`config.mk`:
```
export PLATFORM = sky130hd
export DESIGN_NAME = id_ex_stage
export DESIGN_NICKNAME = d
export VERILOG_FILES = /design/src/rtl/id_ex_stage.sv
export SDC_FILE = /design/constraint.sdc
export NUM_CORES = 1
export LEC_CHECK = 0
export CELL_PAD_IN_SITES_DETAIL_PLACEMENT = 1
export CELL_PAD_IN_SITES_GLOBAL_PLACEMENT = 1
export CORE_UTILIZATION = 27
export DETAILED_ROUTE_END_ITERATION = 10
export PLACE_DENSITY_LB_ADDON = 0.1
export SYNTH_ARGS = -nofsm -noshare
export SYNTH_HDL_FRONTEND = slang
export SYNTH_SLANG_ARGS = --single-unit
```
`constraint.sdc`:
```
create_clock -name clk -period 2.2 [get_ports clk]
set_input_delay 0.44 -clock clk [delete_from_list [all_inputs] [get_ports clk]]
set_output_delay 0.44 -clock clk [all_outputs]
set_load 0.03 [all_outputs]
```
`src/rtl/id_ex_stage.sv`:
```
// ID/EX pipeline register with EX-stage operand forwarding and load-use hazard detection.
// Bubbles clear every control bit and zero the data fields, but keep ALU code ADD so the ALU always sees a defined operation.
module id_ex_stage #(
    parameter int WIDTH = 32
) (
    input  logic             clk,
    input  logic             rst,
    input  logic [WIDTH-1:0] d_pc,
    input  logic [WIDTH-1:0] d_rs1_data,
    input  logic [WIDTH-1:0] d_rs2_data,
    input  logic [WIDTH-1:0] d_imm,
    input  logic [4:0]       d_rs1,
    input  logic [4:0]       d_rs2,
    input  logic [4:0]       d_rd,
    input  logic [3:0]       d_alu_ctrl,
    input  logic             d_src_a_pc,
    input  logic             d_src_b_imm,
    input  logic             d_reg_write,
    input  logic             d_mem_read,
    input  logic             d_mem_write,
    input  logic             d_branch,
    input  logic             d_valid,
    input  logic             stall,
    input  logic             flush,
    input  logic [4:0]       xm_rd,
    input  logic             xm_reg_write,
    input  logic [WIDTH-1:0] xm_result,
    input  logic [4:0]       mw_rd,
    input  logic             mw_reg_write,
    input  logic [WIDTH-1:0] mw_result,
    output logic [WIDTH-1:0] alu_a,
    output logic [WIDTH-1:0] alu_b,
    output logic [3:0]       alu_ctrl,
    output logic [WIDTH-1:0] store_data,
    output logic [WIDTH-1:0] e_pc,
    output logic [WIDTH-1:0] e_imm,
    output logic [4:0]       e_rd,
    output logic             e_reg_write,
    output logic             e_mem_read,
    output logic             e_mem_write,
    output logic             e_branch,
    output logic             e_valid,
    output logic             load_use_stall
);

    localparam logic [3:0] AluAdd = 4'b0010;

    typedef struct packed {
        logic [WIDTH-1:0] pc;
        logic [WIDTH-1:0] rs1Data;
        logic [WIDTH-1:0] rs2Data;
        logic [WIDTH-1:0] imm;
        logic [4:0]       rs1;
        logic [4:0]       rs2;
        logic [4:0]       rd;
        logic [3:0]       aluCtrl;
        logic             srcAPc;
        logic             srcBImm;
        logic             regWrite;
        logic             memRead;
        logic             memWrite;
        logic             branch;
        logic             valid;
    } stage_t;

    stage_t stage_q, stage_d, bubble, captured;
    logic [WIDTH-1:0] fwdRs1, fwdRs2;

    always_comb begin
        bubble         = '0;
        bubble.aluCtrl = AluAdd;
    end

    // Decode slot as it would be captured; an invalid slot carries no side effects.
    always_comb begin
        captured.pc       = d_pc;
        captured.rs1Data  = d_rs1_data;
        captured.rs2Data  = d_rs2_data;
        captured.imm      = d_imm;
        captured.rs1      = d_rs1;
        captured.rs2      = d_rs2;
        captured.rd       = d_rd;
        captured.aluCtrl  = d_alu_ctrl;
        captured.srcAPc   = d_src_a_pc;
        captured.srcBImm  = d_src_b_imm;
        captured.regWrite = d_reg_write & d_valid;
        captured.memRead  = d_mem_read & d_valid;
        captured.memWrite = d_mem_write & d_valid;
        captured.branch   = d_branch & d_valid;
        captured.valid    = d_valid;
    end

    assign load_use_stall = stage_q.valid & stage_q.memRead & (stage_q.rd != 5'd0) & d_valid
                          & ((stage_q.rd == d_rs1) | (stage_q.rd == d_rs2));

    always_comb begin
        stage_d = stage_q;
        if (flush || load_use_stall) begin
            stage_d = bubble;
        end else if (!stall) begin
            stage_d = captured;
        end
    end

    always_ff @(posedge clk) begin
        if (rst) begin
            stage_q <= bubble;
        end else begin
            stage_q <= stage_d;
        end
    end

    // EX/MEM is the younger producer, so it takes precedence over MEM/WB.
    always_comb begin
        fwdRs1 = stage_q.rs1Data;
        if (xm_reg_write && (xm_rd != 5'd0) && (xm_rd == stage_q.rs1)) begin
            fwdRs1 = xm_result;
        end else if (mw_reg_write && (mw_rd != 5'd0) && (mw_rd == stage_q.rs1)) begin
            fwdRs1 = mw_result;
        end
    end

    always_comb begin
        fwdRs2 = stage_q.rs2Data;
        if (xm_reg_write && (xm_rd != 5'd0) && (xm_rd == stage_q.rs2)) begin
            fwdRs2 = xm_result;
        end else if (mw_reg_write && (mw_rd != 5'd0) && (mw_rd == stage_q.rs2)) begin
            fwdRs2 = mw_result;
        end
    end

    assign alu_a       = stage_q.srcAPc  ? stage_q.pc  : fwdRs1;
    assign alu_b       = stage_q.srcBImm ? stage_q.imm : fwdRs2;
    assign store_data  = fwdRs2;
    assign alu_ctrl    = stage_q.aluCtrl;
    assign e_pc        = stage_q.pc;
    assign e_imm       = stage_q.imm;
    assign e_rd        = stage_q.rd;
    assign e_reg_write = stage_q.regWrite;
    assign e_mem_read  = stage_q.memRead;
    assign e_mem_write = stage_q.memWrite;
    assign e_branch    = stage_q.branch;
    assign e_valid     = stage_q.valid;

endmodule

```
* Word level (Yosys, flattened, before mapping)
Cells that the tools add are included.
** Operators by class
- Eq/ne operators :: 6
- Reduce and logical (&&, ||, !) cells :: 11
- Multiplexer cells :: 6
- Bitwise logic cells :: 9
** Operators by type and width (count)
- $mux 32 :: 6
- $eq 5x5->1 :: 6
- $reduce_bool 5->1 :: 3
- $and 1x1->1 :: 8
- $logic_and 1x1->1 :: 6
- $reduce_or 2->1 :: 1
- $logic_or 1x1->1 :: 1
- $or 1x1->1 :: 1
** Storage, ports and cells
- Input bits :: 234
- Bits in registers :: 154
- Output and inout bits :: 175
- Logic and storage cells :: 47

* Depth between registers and ports, before layout
- Depth in word-level cells :: 6
- Depth in mapped cells :: 7
- Depth with buffers taken out :: 5

* Worst setup path after synthesis
No wires, ideal clock.
- Kind :: in2out
- Start :: input mw_rd[0]
- End :: output alu_a[10]
- Data arrival time :: 2.464 ns
- Stages :: 7
- Buffers on the path :: 2
- Path slack :: -0.704 ns
- Required time :: 1.760 ns
- Cell sequence :: or4_1 > o211ai_2 > or2_1 > buf_2 > buf_4 > a211oi_1 > o31ai_1
** Between the ends
- Longest elaborated chain between the ends :: 6
** Ends and longest elaborated chain
- from (decl) :: RTL line 28 : input logic [4:0] mw_rd,
- $reduce_bool 5->1 :: RTL line 118 : end else if (mw_reg_write && (mw_rd != 5'd0) && (mw_rd == stage_q.rs1)) begin
- $logic_and 1x1->1 :: RTL line 118
- $logic_and 1x1->1 (*) :: RTL line 118
- $mux 32 (*) :: RTL line 118
- $mux 32 (*) :: RTL line 116 : if (xm_reg_write && (xm_rd != 5'd0) && (xm_rd == stage_q.rs1)) begin
- $mux 32 (*) :: RTL line 132 : assign alu_a = stage_q.srcAPc ? stage_q.pc : fwdRs1;
- to (decl) :: RTL line 31 : output logic [WIDTH-1:0] alu_a,
Every way passes the cells marked *; elsewhere a longest branch is shown, timed or not.

* Worst setup path in the final report
- Start :: input mw_rd[3]
- End :: output alu_a[5]
Same word-level chain as after synthesis.

==> impl_metrics.csv <==
group,metric,value,unit
yosys,syn_area,0.00868,mm^2
layout,finalNetCount,1801,
clocking,cts.path.max_buffers,2,
routing,vias,9809,
run_status,status,"finished with violations",
run_status,violations,"setup timing",
grt,antenna_found_initial,7,
yosys,synthDistinctLibCells,34,
min_path,min_from,"alu_ctrl[1]$_SDFFE_PP1N_",
placement,place.gp.congestion,0.817,
yosys,synthFlopType,"dfxtp_1",
routing,ant_nets,0,
yosys,synthCells,1048,
routing,wl_per_cell,22.5,um
worst_setup_path,setup.worst_path.start_class,"input pin",
worst_setup_path,path_class,"in -> out",
yosys,async_reset_ff_share,0,%
worst_setup_path,crit_cells,12,
yosys,synthTopCellsByArea,"dfxtp_1 (36%), mux2i_1 (17%), nor2_1 (9.7%)",
grt,grtUsageTotal,25.9,%
yosys,yosysWarnings,0,
worst_setup_path,crit_path_end_kind,"primary output",
worst_setup_path,cp_cell_sequence,"buf_8 > buf_6 > buf_6 > or4_4 > o211ai_4 > or2_4 > buf_12 > buf_12 > buf_12 > a211oi_4 > o31ai_4 > buf_6",
min_path,hold_class,"reg -> reg",
floorplanning,pin_count,409,
routing,route.detailed.drc,0,
layout,area_growth,114,%
worst_setup_path,crit_required,1760,ps
clocking,worst_skew_pair.late_latency,450,ps
worst_setup_path,cp.buffers_inverters,7,
power,power_density,484,mW/mm^2
worst_setup_path,crit_path_start,"mw_rd[3]",
yosys,synth-edff-count,0,
clocking,root_buffer,"clkbuf_16",
sta,setup_ws,-778,ps
power,ir_drop,0.000551,V
layout,drive_gt1_share,41.1,%
sta,period_needed,2980,ps
clocking,htreeDepth,4,
worst_setup_path,path_max_fanout,5,
sta,finalSetupTns,-62450,ps
yosys,ys_ff_latch,154,
worst_setup_path,worstReg2RegStart,"e_rd[2]$_SDFFE_PP0N_",
floorplanning,core.rowCount,65,
floorplanning,initial_core_util,27.5,%
yosys,seq_area_frac_synth,35.5,%
routing,dr.pass1.iters,4,
sta,hold_violations,0,
floorplanning,die-area,0.0329,mm^2
placement,place_hpwl,30700,um
layout,layoutNonFillerInstCount,1988,
power,p_leak,7.52,nW
sta,tightest_slew,597,ps
sta,setup_viol,96,
sta,slew_headroom,60.2,%
min_path,hold_depth,1,
grt,grt_max_degree,56,
yosys,synthesis.nets,1282,
routing,viasPerCell,4.93,
placement,dp_cells,1877,
floorplanning,die_x,181,um
worst_setup_path,worstPathArrival,2540,ps
sta,finClkSkew,12.2,ps
routing,routed_wirelength,44800,um
job,max_cap_violations,0,
floorplanning,die_h,181,um
sta,fin_crit_sh,135,%
sta,hold_slack,477,ps
clocking,cts_tree,"built",
grt,grt.overflow.total,0,
clocking,cts.sinks,154,
layout,finalCoreUtilization,58.9,%
min_path,hold_path_end,"alu_ctrl[1]$_SDFFE_PP1N_",
placement,place.port_buffers,408,
worst_setup_path,max_stage_delay,540,ps
worst_setup_path,critPathTopFamily,"buffers and inverters",
routing,first_iter_violations,374,
sta,fmax,336,MHz
sta,rsz0062_at_grt,"true",
floorplanning,core,0.0316,mm^2
yosys,yosysTopAreaCell,"dfxtp_1",
yosys,avgSynthCellArea,8.28,um^2
grt,grt_pass1_wl,64200,um
yosys,synth_top_area_share,35.5,%
worst_setup_path,rrSetupSlack,360,ps
worst_setup_path,r2r-end,"alu_ctrl[1]$_SDFFE_PP1N_",
clocking,clkTransAtPathRegs,60,ps
clocking,cts_buffers,17,
grt,grt_pass1_vias,10484,
sta,slew_violations,0,
worst_setup_path,crit_slowest_cell,"or4_4",
worst_setup_path,rr_worst_depth,6,
synthesized netlist by cell type (all sizes together), types with 2 or more instances:
cell     count
mux2        21
nor2b        3
or4          3
nand4       23
a31oi       21
nor2       225
o2111ai      2
buf         93
a211oi      32
nand2       44
nor3        55
a22oi        5
nand3        3
o211ai       2
clkbuf      66
o31ai       64
a221oi      11
or2          4
xor2        11
o21ai        2
xnor2       18
mux2i      148
inv         32
dfxtp      154
stage by stage:
| stage | power (mW) | cell area, um^2 | worst slack (ps) |
|---|---|---|---|
| finish | 9.00 | 18600 | -778 |
| global route | 9.32 | 18600 | -815 |
| CTS | 8.90 | 17700 | -746 |
| detailed placement | 5.25 | 15300 | -1460 |
| global placement | 5.22 | 15300 | -1410 |
| floorplan | 4.10 | 10000 | -386 |
cell usage in the layout (no fill, tap or decap), drive strengths merged, types with 2 or more instances in the layout:
| cell | count |
|---|---|
| buf | 351 |
| clkdlybuf4s50 | 300 |
| nor2 | 225 |
| dfxtp | 154 |
| mux2i | 148 |
| o31ai | 64 |
| nor3 | 55 |
| nand2 | 44 |
| inv | 34 |
| a211oi | 32 |
| clkbuf | 27 |
| nand4 | 23 |
| mux2 | 21 |
| a31oi | 21 |
| xnor2 | 18 |
| a221oi | 11 |
| xor2 | 11 |
| diode | 6 |
| a22oi | 5 |
| or2 | 4 |
| bufinv | 4 |
| clkinv | 4 |
| or4 | 3 |
| nand3 | 3 |
| nor2b | 3 |
| o21ai | 2 |
| o211ai | 2 |
| o2111ai | 2 |
| dlygate4sd2 | 2 |
area by class of cell:
type | count | area (um^2)
flip-flops and latches | 154 | 3120
clock inverters | 11 | 163
repair buffers | 659 | 7250
well taps | 402 | 503
multi-input cells | 703 | 6940
inverters | 32 | 120
fillers | 3271 | 13000
clock buffers | 21 | 482
diodes | 6 | 15.0
kinds of logic (layout without fill, tap and decap cells):
family | after synthesis | count (layout) | share of synthesized area [%]
flops | 154 | 154 | 35.5
mux | 169 | 169 | 19.8
compound gates | 142 | 142 | 12.2
xor+xnor | 29 | 29 | 2.93
other cells | 0 | 6 | 0
buf+inv | 191 | 723 | 11.9
simple gates | 363 | 363 | 17.6
registers in the layout, summed over array words and instances, names as in the netlist:
register	flops
e_imm	32
e_mem_write	1
e_mem_read	1
e_reg_write	1
stage_q	76
e_valid	1
alu_ctrl	4
e_rd	5
e_pc	32
e_branch	1
worst max-delay path by stage:
stage	to	slack, ps
finish	alu_a[5]	-780
global route	alu_a[4]	-810
CTS	alu_a[16]	-750
detailed placement	store_data[6]	-1460
global placement	alu_b[0]	-1410
floorplan	alu_b[12]	-390
layer usage:
layer	part of all wire [%]	global-route usage (%)	up-vias	wire length, um
met5	0.067	0	-	30
met4	2.2	8.68	4	1000
met3	5.2	5.64	64	2310
met2	52	47.0	285	23300
met1	40	29.8	4839	18100
li1	-	-	4617	-
power breakdown:
part,total [mW],internal (mW),leakage [nW],switching (mW)
logic,2.68,1.44,5.94,1.24
clock network,3.34,2.02,0.319,1.32
registers,2.97,2.88,1.26,0.0970
what timing repair did:
item / 4_1_cts / 5_1_grt
endpoints found under the setup margin: 97 / 97
pin swaps: 77 / 71
setup buffers: 48 / 43
cloned: 6 / 7
resized for setup: 436 / 110
hold buffers: 0 / 0
(Power assumes the default switching activity.)
